**src/rtl/scanner_pkg.sv**
```systemverilog
// Shared types and constants for the scanner transfer controller:
// state encoding, command codes, pending-mask bit positions, threshold helper.
package scanner_pkg;

  typedef enum logic [2:0] {
    IDLE     = 3'd0,
    ACTIVE   = 3'd1,
    STANDBY  = 3'd2,
    TRANSFER = 3'd3,
    FLUSH    = 3'd4
  } state_e;

  localparam int CMD_RDY   = 2;
  localparam int CMD_START = 3;
  localparam int CMD_FULL  = 4;
  localparam int CMD_DATA  = 7;

  localparam int PEND_RDY   = 0;
  localparam int PEND_START = 1;
  localparam int PEND_FULL  = 2;
  localparam int PEND_W     = 3;

  // Fill level that corresponds to tenths/10 of the buffer, truncated.
  function automatic int threshold(input int depth, input int tenths);
    return (depth * tenths) / 10;
  endfunction

endpackage

```
**src/rtl/scanner_serializer.sv**
```systemverilog
// LSB-first frame shifter: a CMD_W command optionally followed by DATA_W payload bits.
// Accepts a new frame during the last bit of the current one so frames can run back-to-back.
module scanner_serializer #(
  parameter int CMD_W  = 8,
  parameter int DATA_W = 8
) (
  input  logic              clk,
  input  logic              rst_ni,
  input  logic              load_i,
  input  logic [CMD_W-1:0]  cmd_i,
  input  logic              with_data_i,
  input  logic [DATA_W-1:0] data_i,
  output logic              ready_o,
  output logic              busy_o,
  output logic              ser_clk_o,
  output logic              ser_data_o
);

  localparam int FRAME_W = CMD_W + DATA_W;
  localparam int CNT_W   = $clog2(FRAME_W + 1);

  logic [FRAME_W-1:0] shreg_q, shreg_d;
  logic [CNT_W-1:0]   cnt_q, cnt_d;

  assign busy_o     = (cnt_q != '0);
  assign ready_o    = (cnt_q <= CNT_W'(1));
  assign ser_clk_o  = busy_o;
  assign ser_data_o = busy_o & shreg_q[0];

  always_comb begin
    shreg_d = shreg_q;
    cnt_d   = cnt_q;
    if (load_i && ready_o) begin
      if (with_data_i) begin
        shreg_d = {data_i, cmd_i};
        cnt_d   = CNT_W'(FRAME_W);
      end else begin
        shreg_d = {{DATA_W{1'b0}}, cmd_i};
        cnt_d   = CNT_W'(CMD_W);
      end
    end else if (cnt_q != '0) begin
      shreg_d = shreg_q >> 1;
      cnt_d   = cnt_q - CNT_W'(1);
    end
  end

  always_ff @(posedge clk or negedge rst_ni) begin
    if (!rst_ni) begin
      shreg_q <= '0;
      cnt_q   <= '0;
    end else begin
      shreg_q <= shreg_d;
      cnt_q   <= cnt_d;
    end
  end

endmodule

```
**src/rtl/scanner_xfer_ctrl.sv**
```systemverilog
// Scanner transfer controller: models a filling scan buffer, raises one-shot threshold
// commands and streams data frames to the output driver over a bit-serial link.
module scanner_xfer_ctrl
  import scanner_pkg::*;
#(
  parameter int DEPTH      = 10,
  parameter int SAMPLE_DIV = 8,
  parameter int DATA_W     = 8,
  parameter int CMD_W      = 8
) (
  input  logic                         clk,
  input  logic                         rst,
  input  logic                         start,
  input  logic                         peer_half,
  input  logic                         ready_for_transfer_in,
  output logic [2:0]                   ps,
  output logic [$clog2(DEPTH+1)-1:0]   fill,
  output logic                         ser_clk,
  output logic                         ser_data,
  output logic                         ser_busy,
  output logic                         xfer_done
);

  localparam int FILL_W = $clog2(DEPTH + 1);
  localparam int DIV_W  = $clog2(SAMPLE_DIV);

  localparam logic [FILL_W-1:0] TH80      = FILL_W'(threshold(DEPTH, 8));
  localparam logic [FILL_W-1:0] TH90      = FILL_W'(threshold(DEPTH, 9));
  localparam logic [FILL_W-1:0] FILL_FULL = FILL_W'(DEPTH);

  state_e              state_q;
  logic [FILL_W-1:0]   fill_q;
  logic [DIV_W-1:0]    div_q;
  logic [PEND_W-1:0]   pending_q;
  logic                stop_q;
  logic                xfer_done_q;

  logic                tick;
  logic [FILL_W-1:0]   fill_inc;
  logic                scan_step;
  logic [PEND_W-1:0]   pend_set;
  logic [PEND_W-1:0]   pend_clr;
  logic                drain_needed;

  logic                ld;
  logic [CMD_W-1:0]    ld_cmd;
  logic                ld_with_data;
  logic                ser_ready;
  logic                ser_busy_w;

  // SAMPLE_DIV is a power of two, so the divider wraps naturally at all-ones.
  assign tick         = &div_q;
  assign fill_inc     = (fill_q == FILL_FULL) ? fill_q : fill_q + FILL_W'(1);
  assign scan_step    = (state_q == ACTIVE) && start && (fill_q != FILL_FULL) && tick;
  assign drain_needed = (pending_q != '0) || ser_busy_w;

  // Threshold commands fire only on the tick that crosses into the level.
  always_comb begin
    pend_set = '0;
    if (scan_step) begin
      pend_set[PEND_RDY]   = (fill_inc == TH80);
      pend_set[PEND_START] = (fill_inc == TH90);
      pend_set[PEND_FULL]  = (fill_inc == FILL_FULL);
    end
  end

  // Pending commands always win over the next data frame.
  always_comb begin
    ld           = 1'b0;
    ld_cmd       = '0;
    ld_with_data = 1'b0;
    pend_clr     = '0;
    if (ser_ready) begin
      if (pending_q[PEND_RDY]) begin
        ld                 = 1'b1;
        ld_cmd             = CMD_W'(CMD_RDY);
        pend_clr[PEND_RDY] = 1'b1;
      end else if (pending_q[PEND_START]) begin
        ld                   = 1'b1;
        ld_cmd               = CMD_W'(CMD_START);
        pend_clr[PEND_START] = 1'b1;
      end else if (pending_q[PEND_FULL]) begin
        ld                  = 1'b1;
        ld_cmd              = CMD_W'(CMD_FULL);
        pend_clr[PEND_FULL] = 1'b1;
      end else if (state_q == TRANSFER && start && !peer_half && !stop_q) begin
        ld           = 1'b1;
        ld_cmd       = CMD_W'(CMD_DATA);
        ld_with_data = 1'b1;
      end
    end
  end

  always_ff @(posedge clk or negedge rst) begin
    if (!rst) begin
      state_q     <= IDLE;
      fill_q      <= '0;
      div_q       <= '0;
      pending_q   <= '0;
      stop_q      <= 1'b0;
      xfer_done_q <= 1'b0;
    end else begin
      div_q       <= div_q + DIV_W'(1);
      pending_q   <= (pending_q & ~pend_clr) | pend_set;
      xfer_done_q <= 1'b0;
      case (state_q)
        IDLE: begin
          fill_q <= '0;
          stop_q <= 1'b0;
          if (tick && start) state_q <= ACTIVE;
        end
        ACTIVE, STANDBY: begin
          if (!start) begin
            if (drain_needed) begin
              state_q <= FLUSH;
            end else begin
              state_q <= IDLE;
              fill_q  <= '0;
            end
          end else if (state_q == ACTIVE) begin
            if (fill_q == FILL_FULL)
              state_q <= ready_for_transfer_in ? TRANSFER : STANDBY;
            else if (tick)
              fill_q <= fill_inc;
          end else if (peer_half || ready_for_transfer_in) begin
            state_q <= TRANSFER;
          end
        end
        TRANSFER: begin
          if (!start) begin
            if (drain_needed) begin
              state_q <= FLUSH;
            end else begin
              state_q <= IDLE;
              fill_q  <= '0;
            end
          end else begin
            if (peer_half) stop_q <= 1'b1;
            // Exit only once the frame on the wire has fully left.
            if ((stop_q || peer_half) && !drain_needed) begin
              state_q     <= IDLE;
              fill_q      <= '0;
              stop_q      <= 1'b0;
              xfer_done_q <= 1'b1;
            end
          end
        end
        FLUSH: begin
          if (!drain_needed) begin
            state_q <= IDLE;
            fill_q  <= '0;
          end
        end
        default: state_q <= IDLE;
      endcase
    end
  end

  scanner_serializer #(
    .CMD_W  (CMD_W),
    .DATA_W (DATA_W)
  ) u_ser (
    .clk         (clk),
    .rst_ni      (rst),
    .load_i      (ld),
    .cmd_i       (ld_cmd),
    .with_data_i (ld_with_data),
    .data_i      (DATA_W'(fill_q)),
    .ready_o     (ser_ready),
    .busy_o      (ser_busy_w),
    .ser_clk_o   (ser_clk),
    .ser_data_o  (ser_data)
  );

  assign ps        = state_q;
  assign fill      = fill_q;
  assign ser_busy  = ser_busy_w;
  assign xfer_done = xfer_done_q;

endmodule

```
**config.mk**
```make
export PLATFORM = sky130hd
export DESIGN_NAME = scanner_xfer_ctrl
export DESIGN_NICKNAME = d
export VERILOG_FILES = /design/src/rtl/scanner_pkg.sv /design/src/rtl/scanner_serializer.sv /design/src/rtl/scanner_xfer_ctrl.sv
export SDC_FILE = /design/constraint.sdc
export NUM_CORES = 1
export LEC_CHECK = 0
export ABC_AREA = 1
export BUFFER_PORTS_ARGS = -buffer_cell sky130_fd_sc_hd__buf_2
export CORE_UTILIZATION = 40
export DETAILED_ROUTE_END_ITERATION = 8
export PLACE_DENSITY_LB_ADDON = 0.1
export SETUP_SLACK_MARGIN = 0.1
export SLEW_MARGIN = 0
export SYNTH_ARGS = -nofsm -noshare
export SYNTH_HDL_FRONTEND = slang
export SYNTH_SLANG_ARGS = --single-unit
```
**constraint.sdc**
```tcl
create_clock -name clk -period 2.9 [get_ports clk]
set_clock_uncertainty 0.2 [all_clocks]
set_input_delay 0.29 -clock clk [delete_from_list [all_inputs] [get_ports clk]]
set_output_delay 0.29 -clock clk [all_outputs]
set_load 0.03 [all_outputs]
```
==> results of run 1 <==
==> worst min-delay path: stages <==
cell and delay (ps):
buf_2 120, nand2_1 60, a211oi_1 60
==> cells in the mapped netlist, types with 5 or more instances <==
| master | n |
|---|---|
| nand2_1 | 85 |
| inv_1 | 37 |
| dfrtp_1 | 32 |
| nor2_1 | 21 |
| nand3_1 | 17 |
| o21ai_0 | 17 |
| ha_1 | 9 |
| a21oi_1 | 6 |
| inv_2 | 5 |
| nand2_2 | 5 |
| nor2_4 | 5 |
==> final cells by class <==
class | count | area (um2)
clock inverters | 2 | 35.0
clock buffers | 6 | 72.6
flip-flops and latches | 32 | 801
fillers | 511 | 2520
well taps | 67 | 83.8
inverters | 43 | 163
multi-input cells | 185 | 966
repair buffers | 16 | 85.1
==> logic make-up (layout without fill, tap and decap cells) <==
kind of cell | count (synthesis) | count (layout) | share of synthesized area (%)
simple gates | 147 | 147 | 35.1
flops | 32 | 32 | 40.9
xor+xnor | 4 | 4 | 1.79
buf+inv | 46 | 67 | 9.83
fa+ha+maj | 9 | 9 | 5.75
compound gates | 25 | 25 | 6.64
==> where the power goes <==
part / internal [W] / leakage [nW] / switching, W / total (W)
Combinational: 0.000280 / 0.769 / 0.000562 / 0.000842
Clock: 0.000255 / 0.0552 / 0.000174 / 0.000429
Sequential: 0.000571 / 0.421 / 0.000122 / 0.000693
Total: 0.00111 / 1.24 / 0.000858 / 0.00196
==> per-layer routing <==
metal  part of all wire, %  up-vias  track usage [%]
met4                  0.99        0             5.23
li1                      -      855                -
met1                    54      730             25.2
met3                   2.7        5             3.75
met2                    42       17             26.6
met5                     0        -                0
==> final timing paths <==
| check | slack, ps | cells past startpoint | startpoint | to |
|---|---|---|---|---|
| setup reg to reg | 860 | 11 | u_ser.cnt_q[0]$_DFFE_PN0P_ | fill[2]$_DFFE_PN0P_ |
| min in group asynchronous | 400 | 2 | rst | pending_q[1]$_DFF_PN0_ |
| hold reg to reg | 230 | 1 | div_q[0]$_DFF_PN0_ | div_q[0]$_DFF_PN0_ |
| hold / removal | 100 | 3 | peer_half | stop_q$_DFFE_PN0P_ |
| setup / recovery | 600 | 8 | u_ser.cnt_q[0]$_DFFE_PN0P_ | ser_data |
| max in group asynchronous | 1630 | 2 | rst | fill[3]$_DFFE_PN0P_ |
==> sequential cells by signal, summed over array words and instances, names as in the netlist <==
signal and cells:
u_ser.shreg_q 12, fill 4, div_q 3, xfer_done 1, u_ser.cnt_q 5, ps 3
pending_q 3, stop_q 1
==> metrics by stage <==
step,instances,utilization [%],total power (W),worst slack [ps]
floorplan,263,-,0.00135,869
global placement,342,44.2,0.00155,906
detailed placement,342,44.2,0.00154,866
CTS,351,46.7,0.00198,576
global route,351,46.7,0.00215,439
finish,351,46.7,0.00196,600
==> what timing repair did <==
item                      4_1_cts  5_1_grt
hold buffers                    1        0
gates resized for setup         0        0
hold endpoints to repair       32        0
==> impl_results.md, run 1 <==
- Outcome: completed
- Buffers plus inverters on the worst setup path: 4
- Crit-path max cell delay: 380 ps
- Post-synth top area cell: dfrtp_1
- Yosys top cell area share: roughly 41%
- Slowest CP cell: dfrtp_1
- Total track usage: ~18%
- Critical path's top delay family: buffers and inverters
- Synth async-reset ratio: between 90% and 100%
- Static leakage: roughly 1.2 nW
- Syn_area_per_cell: about 7.5 um2
- Routed WL per cell: ~12 um
- DRC violations left: 0
- H-tree Lvls: 2
- Unique masters post-synth: 22
- Worst-path cell chain: inv_1 > ha_1 > inv_1 > nor2_1 > nand2_4 > inv_2 > nor2_1 > buf_2
- GRT Residual Overflow: 0
- Core area: around 0.0047 mm2
- CP Capture Type: output port
- Seq cells post-synth: 32
- Max Cap Viol: 0
- CTS clk-pin slew, worst paths: approximately 70 ps
- Rows: 25
- DP HPWL: roughly 2900 um
- F_max: roughly 0.43 GHz
- Postcts setup bufs: 0
- # clock sinks: 32
- WS Path Type: flip-flop to output port
- Die width: between 70 and 80 um
- Die Y: between 70 and 80 um
- Worst-Margin Slew: roughly 730 ps
- Worst Path Required: roughly 2400 ps
- Largest cells by area after synthesis: dfrtp_1 41%, nand2_1 16%, inv_1 7.1%, ha_1 5.7%, nand3_1 4.3%
- Die area: just over 0.005 mm2
- I/O pin count: 16
- Crit start category: flip-flop
- Final setup violation count: 0
- Leading cell type in the layout, fill and taps excluded: nand2_1
- Final ANT Viol Nets: 0
- Initial drt markers: 54
- Syn nets: between 200 and 300
- CP max FO: 15
- Clock tree buffer depth: 2
- Max-slew violation total from the final report: 0
- Clock Latency Late Sink: approximately 290 ps
- Largest net degree at the start of global routing: 33
- ANT cells: 0
- Most frequent cells in the layout: 85 x nand2_1, 37 x inv_1, 32 x dfrtp_1
- Mapped Area: 0.00196 mm2
- Finished Cell Area: 0.00221 mm2
- Hold WS: around 97 ps
- Tcrit/Tclk final: about four fifths
- Worst min path class: primary input to flip-flop
- Clk Tree Root Cell: clkbuf_8
- WL final: ~4000 um
- Sequential area share after synthesis: between 40% and 50%
- Final Hold Viols: 0
- Layout area overhead: 12.6%
- Tmin final: ~2300 ps
- Placement Cell Area: between 0.002 and 0.0025 mm2
- Antenna violations before repair: 0
- CTS tree: yes
- Number of flops mapped to enable cells by yosys: 0
- Number of vias per cell: ~4.6
- CTS buffer count: 5
- Total number of vias: 1607
- Fin nets: ~300
- Pre-antenna DRT Iters: 4
- Worst vdd ir: about 0.00039 V
- Slew headroom: about half
- Vias in the first global route: 1506
- Layout cells sized above 1: 16.5%
- Crit path arrival time: between 1500 and 2000 ps
- PwrDens: around 900 mW/mm2
- Initial Util: between 40% and 50%
- First-pass GRT wire length: 7070 um
- RSZ-0062 raised after global routing: no
- Fin Setup TNS: 0 ps
- Syn Inst Count: approximately 260
- RePlAce Congestion: 0.848
- Input/output buffers: 15
- Main synth FF type: dfrtp_1
- YS warnings: 0
(Power assumes the default switching activity.)
==> run 2: changes to the inputs <==
Clock period 2.9 ns to 2.1 ns, I/O delays scaled along.
==> impl_results.md, run 2 (synthesis gave the netlist of run 1 again) <==
- Outcome: completed
- CTS buffer count: 5
- CTS tree: yes
- I/O pin count: 16
- Hold_sp: peer_half
- Fin util: a little under half
- Final setup violation count: 0
- CP Capture Type: output port
- Leading cell type in the layout, fill and taps excluded: nand2_1
- GRT Residual Overflow: 0
- Antenna violations before repair: 0
- First-pass GRT wire length: 7070 um
- Final Hold Viols: 0
- Worst vdd ir: 0.000458 V
- Power, Total: 0.00265 W
- Final ANT Viol Nets: 0
- Worst Hold Depth: 3
- DRC violations left: 0
- Fin Setup TNS: 0 ps
- Hold WS: 6.93 ps
- Layout cells sized above 1: a little under a fifth
- Top reg by flops: u_ser.shreg_q
- Slew headroom: about half
- Core area: between 0.004 and 0.005 mm2
- Initial Util: between 40% and 50%
- CTS clk-pin slew, worst paths: 60 ps
- Die area: slightly above 0.005 mm2
- PwrDens: roughly 1200 mW/mm2
- RePlAce Congestion: around 0.80
- Pre-antenna DRT Iters: 5
- Total track usage: between 15 and 20%
- Tcrit/Tclk final: approximately nine tenths
- Fin nets: 304
- Static leakage: roughly 1.3 nW
- WS Path Type: flip-flop to output port
- Tmin final: roughly 1900 ps
- Hold endpoint: stop_q$_DFFE_PN0P_
- ANT cells: 0
- Reg2Reg Setup Slack: approximately 320 ps
- Worst reg-to-reg path cell count: 11
- Number of vias per cell: around 4.6
- Worst R2R End: fill[3]$_DFFE_PN0P_
- Layout area overhead: 14.2%
- RSZ-0062 raised after global routing: no
- Rows: 25
- Input/output buffers: 15
- Routed WL per cell: 11.3 um
- Worst-Margin Slew: approximately 730 ps
- Clock tree buffer depth: 2
- Total number of vias: between 1500 and 2000
- Worst min path class: primary input to flip-flop
- Vias in the first global route: 1516
- CP max FO: 7
- Max-slew violation total from the final report: 0
- Initial drt markers: 72
- WL final: approximately 4000 um
- Most frequent cells in the layout: 85 x nand2_1, 36 x inv_1, 32 x dfrtp_1
- Crit path arrival time: roughly 1500 ps
- Placed cell count: about 350
- Largest net degree at the start of global routing: 33
- F_max: ~0.53 GHz
- Worst Path Required: about 1700 ps
- Max Cap Viol: 0
- H-tree Lvls: 2
- Clock Latency Late Sink: 280 ps
- Layout Cells excl Fill: ~360
- Die width: 72.0 um
- # clock sinks: 32
- Clk Tree Root Cell: clkbuf_8
- Die Y: 72.0 um
- Crit start category: flip-flop
- Reg2reg start: u_ser.cnt_q[1]$_DFFE_PN0P_
- DP HPWL: between 2000 and 3000 um
- Number of flip-flops in the largest register: 12
run 2: cell count changes in the layout (fill, tap and decap cells not counted):
cell and delta:
buf_2 -1, buf_4 +8, inv_1 -1, nor2_2 +1
bufinv_16 -1, inv_6 +1, nor2_1 -1
run 2: through the flow:
step	worst slack, ps	instance area, um2
floorplan	149	1960
global placement	260	2120
detailed placement	193	2120
CTS	104	2210
global route	106	2240
finish	222	2240
run 2: repair_timing:
action | in CTS | in global routing
setup endpoints to repair | 1 | 7
buffers inserted | 0 | 3
resized for setup | 3 | 3
endpoints found under the hold margin | 32 | 0
pin swaps | 1 | 1
hold buffers | 1 | 0
gates cloned | 0 | 0
run 2: layout make-up:
| class | instances | area, um2 |
|---|---|---|
| clock buffer | 6 | 72.6 |
| clock inverter | 1 | 5.00 |
| timing repair buffer | 23 | 140 |
| inverter | 43 | 168 |
| multi-input combinational | 185 | 968 |
| fill | 502 | 2480 |
| tap | 67 | 83.8 |
| sequential | 32 | 801 |
run 2: where the power goes:
group | leakage [nW] | switching, W | internal, W | total [W]
clock network | 0.0410 | 0.000217 | 0.000225 | 0.000442
logic | 0.801 | 0.000821 | 0.000452 | 0.00127
registers | 0.421 | 0.000143 | 0.000790 | 0.000932
run 2: critical path, cell delays in order (launching register included):
cell and delay [ps]:
dfrtp_1 400, inv_2 70, ha_1 140, inv_1 50
nor2_2 110, nand2_4 110, inv_6 100, nor2_1 50
buf_4 160
run 2: worst max path at each step:
stage | from | to | slack, ps | depth (start not counted)
2_1_floorplan | u_ser.cnt_q[0]$_DFFE_PN0P_ | ser_data | 150 | 8
3_3_place_gp | u_ser.cnt_q[1]$_DFFE_PN0P_ | fill[3]$_DFFE_PN0P_ | 260 | 11
3_5_place_dp | u_ser.cnt_q[1]$_DFFE_PN0P_ | fill[3]$_DFFE_PN0P_ | 190 | 11
4_1_cts | u_ser.cnt_q[1]$_DFFE_PN0P_ | ser_data | 100 | 8
5_1_grt | u_ser.cnt_q[1]$_DFFE_PN0P_ | ser_data | 110 | 8
6_report | u_ser.cnt_q[1]$_DFFE_PN0P_ | ser_data | 220 | 8
run 2: routing by layer:
| metal | vias to the layer above | GRT usage (%) | routed length, um |
|---|---|---|---|
| met5 | - | 0 | 0 |
| met3 | 5 | 4.58 | 124 |
| met2 | 26 | 26.1 | 1700 |
| met1 | 739 | 26.2 | 2160 |
| li1 | 867 | - | - |
| met4 | 0 | 5.88 | 57 |
==> run 3: changes to the inputs <==
Settings changed: SYNTH_HIERARCHICAL from default to 1.
==> impl_results.md, run 3 <==
- Final Hold Viols: 0
- Power, Total: about 0.0029 W
- Crit start category: flip-flop
- Core area: 0.00551 mm2
- Main synth FF type: dfrtp_1
- Clock tree buffer depth: 2
- YS warnings: 6
- Final ANT Viol Nets: 0
- Layout area overhead: 25.0%
- Synth async-reset ratio: 100%
- Clock Latency Late Sink: roughly 280 ps
- Mux contribution to synthesized area: 0%
- F_max: just over 0.5 GHz
- First-pass GRT wire length: 8380 um
- Largest cells by area after synthesis: dfrtp_1 39%, nand2_1 22%, inv_1 5.6%, ha_1 4.9%, nand3_1 4.4%
- Max-slew violation total from the final report: 0
- Post-synth top area cell: dfrtp_1
- I/O pin count: 16
- Number of flip-flops in the largest register: 16
- Die width: roughly 78 um
- DP HPWL: 3360 um
- Worst Path Required: about 1700 ps
- Pre-antenna DRT Iters: 4
- Layout cells sized above 1: 24.7%
- CTS tree: yes
- Unique masters post-synth: 31
- Reg2Reg Setup Slack: 190 ps
- Commonest cells post-synth: 133 x nand2_1, 36 x dfrtp_1, 34 x inv_1
- Antenna violations before repair: 0
- Count leader, synth: nand2_1
- Post-Synth Simple-Gate Area: around two fifths
- Clk Tree Root Cell: clkbuf_8
- Die area: between 0.006 and 0.007 mm2
- Largest family of logic cells by synthesized area: simple AND/OR/NAND/NOR gates
- # clock sinks: 36
- RePlAce Congestion: ~0.80
- Syn_area_per_cell: 7.23 um2
- Number of flops mapped to enable cells by yosys: 0
- ANT cells: 0
- Total number of vias: about 2000
- Crit path arrival time: 1510 ps
- Sequential area share after synthesis: between 30% and 40%
- Mapped Area: about 0.0023 mm2
- Seq cells post-synth: 36
- Routed WL per cell: 10.9 um
- Largest net degree at the start of global routing: 37
- Fin util: about half
- Outcome: completed
- GRT Residual Overflow: 0
- CP Capture Type: output port
- Tmin final: 1920 ps
- H-tree Lvls: 2
- Tcrit/Tclk final: approximately nine tenths
- Yosys top cell area share: approximately two fifths
- Max Cap Viol: 0
- Worst vdd ir: 0.000729 V
- Rows: 27
- CTS buffer count: 5
- Post-synthesis adder-cell area fraction: under 10%
- Top reg by flops: u_ser/shreg_q
- Final setup violation count: 0
- Total track usage: about 18%
- Leading cell type in the layout, fill and taps excluded: nand2_1
- Fin nets: 382
- WS Path Type: flip-flop to output port
- Vias in the first global route: roughly 1800
- Number of vias per cell: between 4 and 5
- DRC violations left: 0
- PwrDens: 1010 mW/mm2
- XOR/XNOR share of the synthesized area: 0.383%
- CP max FO: 10
- Static leakage: 1.66 nW
- Initial Util: 41.5%
- Syn Inst Count: about 320
- RSZ-0062 raised after global routing: yes
- Complex-gate fraction of the synthesized area: approximately 5.6%
- CTS clk-pin slew, worst paths: approximately 70 ps
- Worst min path class: primary input to flip-flop
- WL final: 4800 um
- Die Y: 77.6 um
- Initial drt markers: between 60 and 70
- Most frequent cells in the layout: 131 x nand2_1, 35 x dfrtp_1, 29 x inv_1
- Input/output buffers: 15
run 3: metrics by stage:
step	TNS, ps	hold slack [ps]	instance area, um2	setup WS (ps)	cells
after floorplan	-7.86	-286	2350	-4.20	324
after global placement	0	88.3	2600	27.9	421
after detailed placement	-25.4	90.2	2600	-17.1	421
after CTS	0	141	2740	121	431
after global routing	0	191	2860	58.1	440
final	0	142	2860	177	440
run 3: worst paths after layout:
check,startpoint,end,cells past startpoint
worst max-delay path,u_ser/cnt_q[1]$_DFFE_PN0P_,ser_data,8
worst min-delay path,ready_for_transfer_in,ps[1]$_DFFE_PN0P_,6
worst max register to register,u_ser/cnt_q[1]$_DFFE_PN0P_,u_ser/shreg_q[1]$_DFFE_PN0P_,10
worst min register to register,div_q[0]$_DFF_PN0_,div_q[0]$_DFF_PN0_,1
max in group asynchronous,rst,u_ser/cnt_q[0]$_DFFE_PN0P_,3
min in group asynchronous,rst,u_ser/shreg_q[4]$_DFFE_PN0P_,3
run 3: layout make-up:
| class | count | area, um2 |
|---|---|---|
| Clock buffer | 7 | 96.3 |
| Inverter | 40 | 156 |
| Fill cell | 540 | 2650 |
| Tap cell | 72 | 90.1 |
| Timing Repair Buffer | 46 | 365 |
| Sequential cell | 36 | 902 |
| Multi-Input combinational cell | 239 | 1240 |
run 3: logic make-up (layout without fill, tap and decap cells):
| family | Yosys count | in the layout |
|---|---|---|
| adders and majority gates | 9 | 9 |
| xor gates and xnor gates | 1 | 1 |
| AOI/OAI and AO/OA | 19 | 19 |
| and+or+nand+nor | 201 | 201 |
| buffers and inverters | 49 | 93 |
| DFF | 36 | 36 |
| other | 1 | 9 |
run 3: what timing repair did:
item                                    4_1_cts  5_1_grt
pin swaps                                     1        4
endpoints found under the hold margin        36        0
endpoints found under the setup margin       21       25
buffers inserted                              2        8
resized for setup                             4       14
hold buffers                                  1        0
cloned                                        0        1
run 3: critical path, cell delays in order (launching register included):
cell and delay, ps:
dfrtp_1 390, inv_2 80, buf_4 130, ha_1 160, nand2_2 90, buf_12 150
nand2_1 50, inv_1 30, buf_4 150
run 3: power breakdown:
group	internal, W	switching (W)
Combinational	0.000536	0.000913
Clock	0.000292	0.000243
Sequential	0.000804	0.0000887
run 3: metal layers:
layer	part of all wire [%]	vias up	GRT usage [%]
met5	0	-	0
met4	1.2	0	5.66
met3	2.5	6	3.88
met2	45	22	28.1
met1	51	884	23.5
li1	-	1079	-
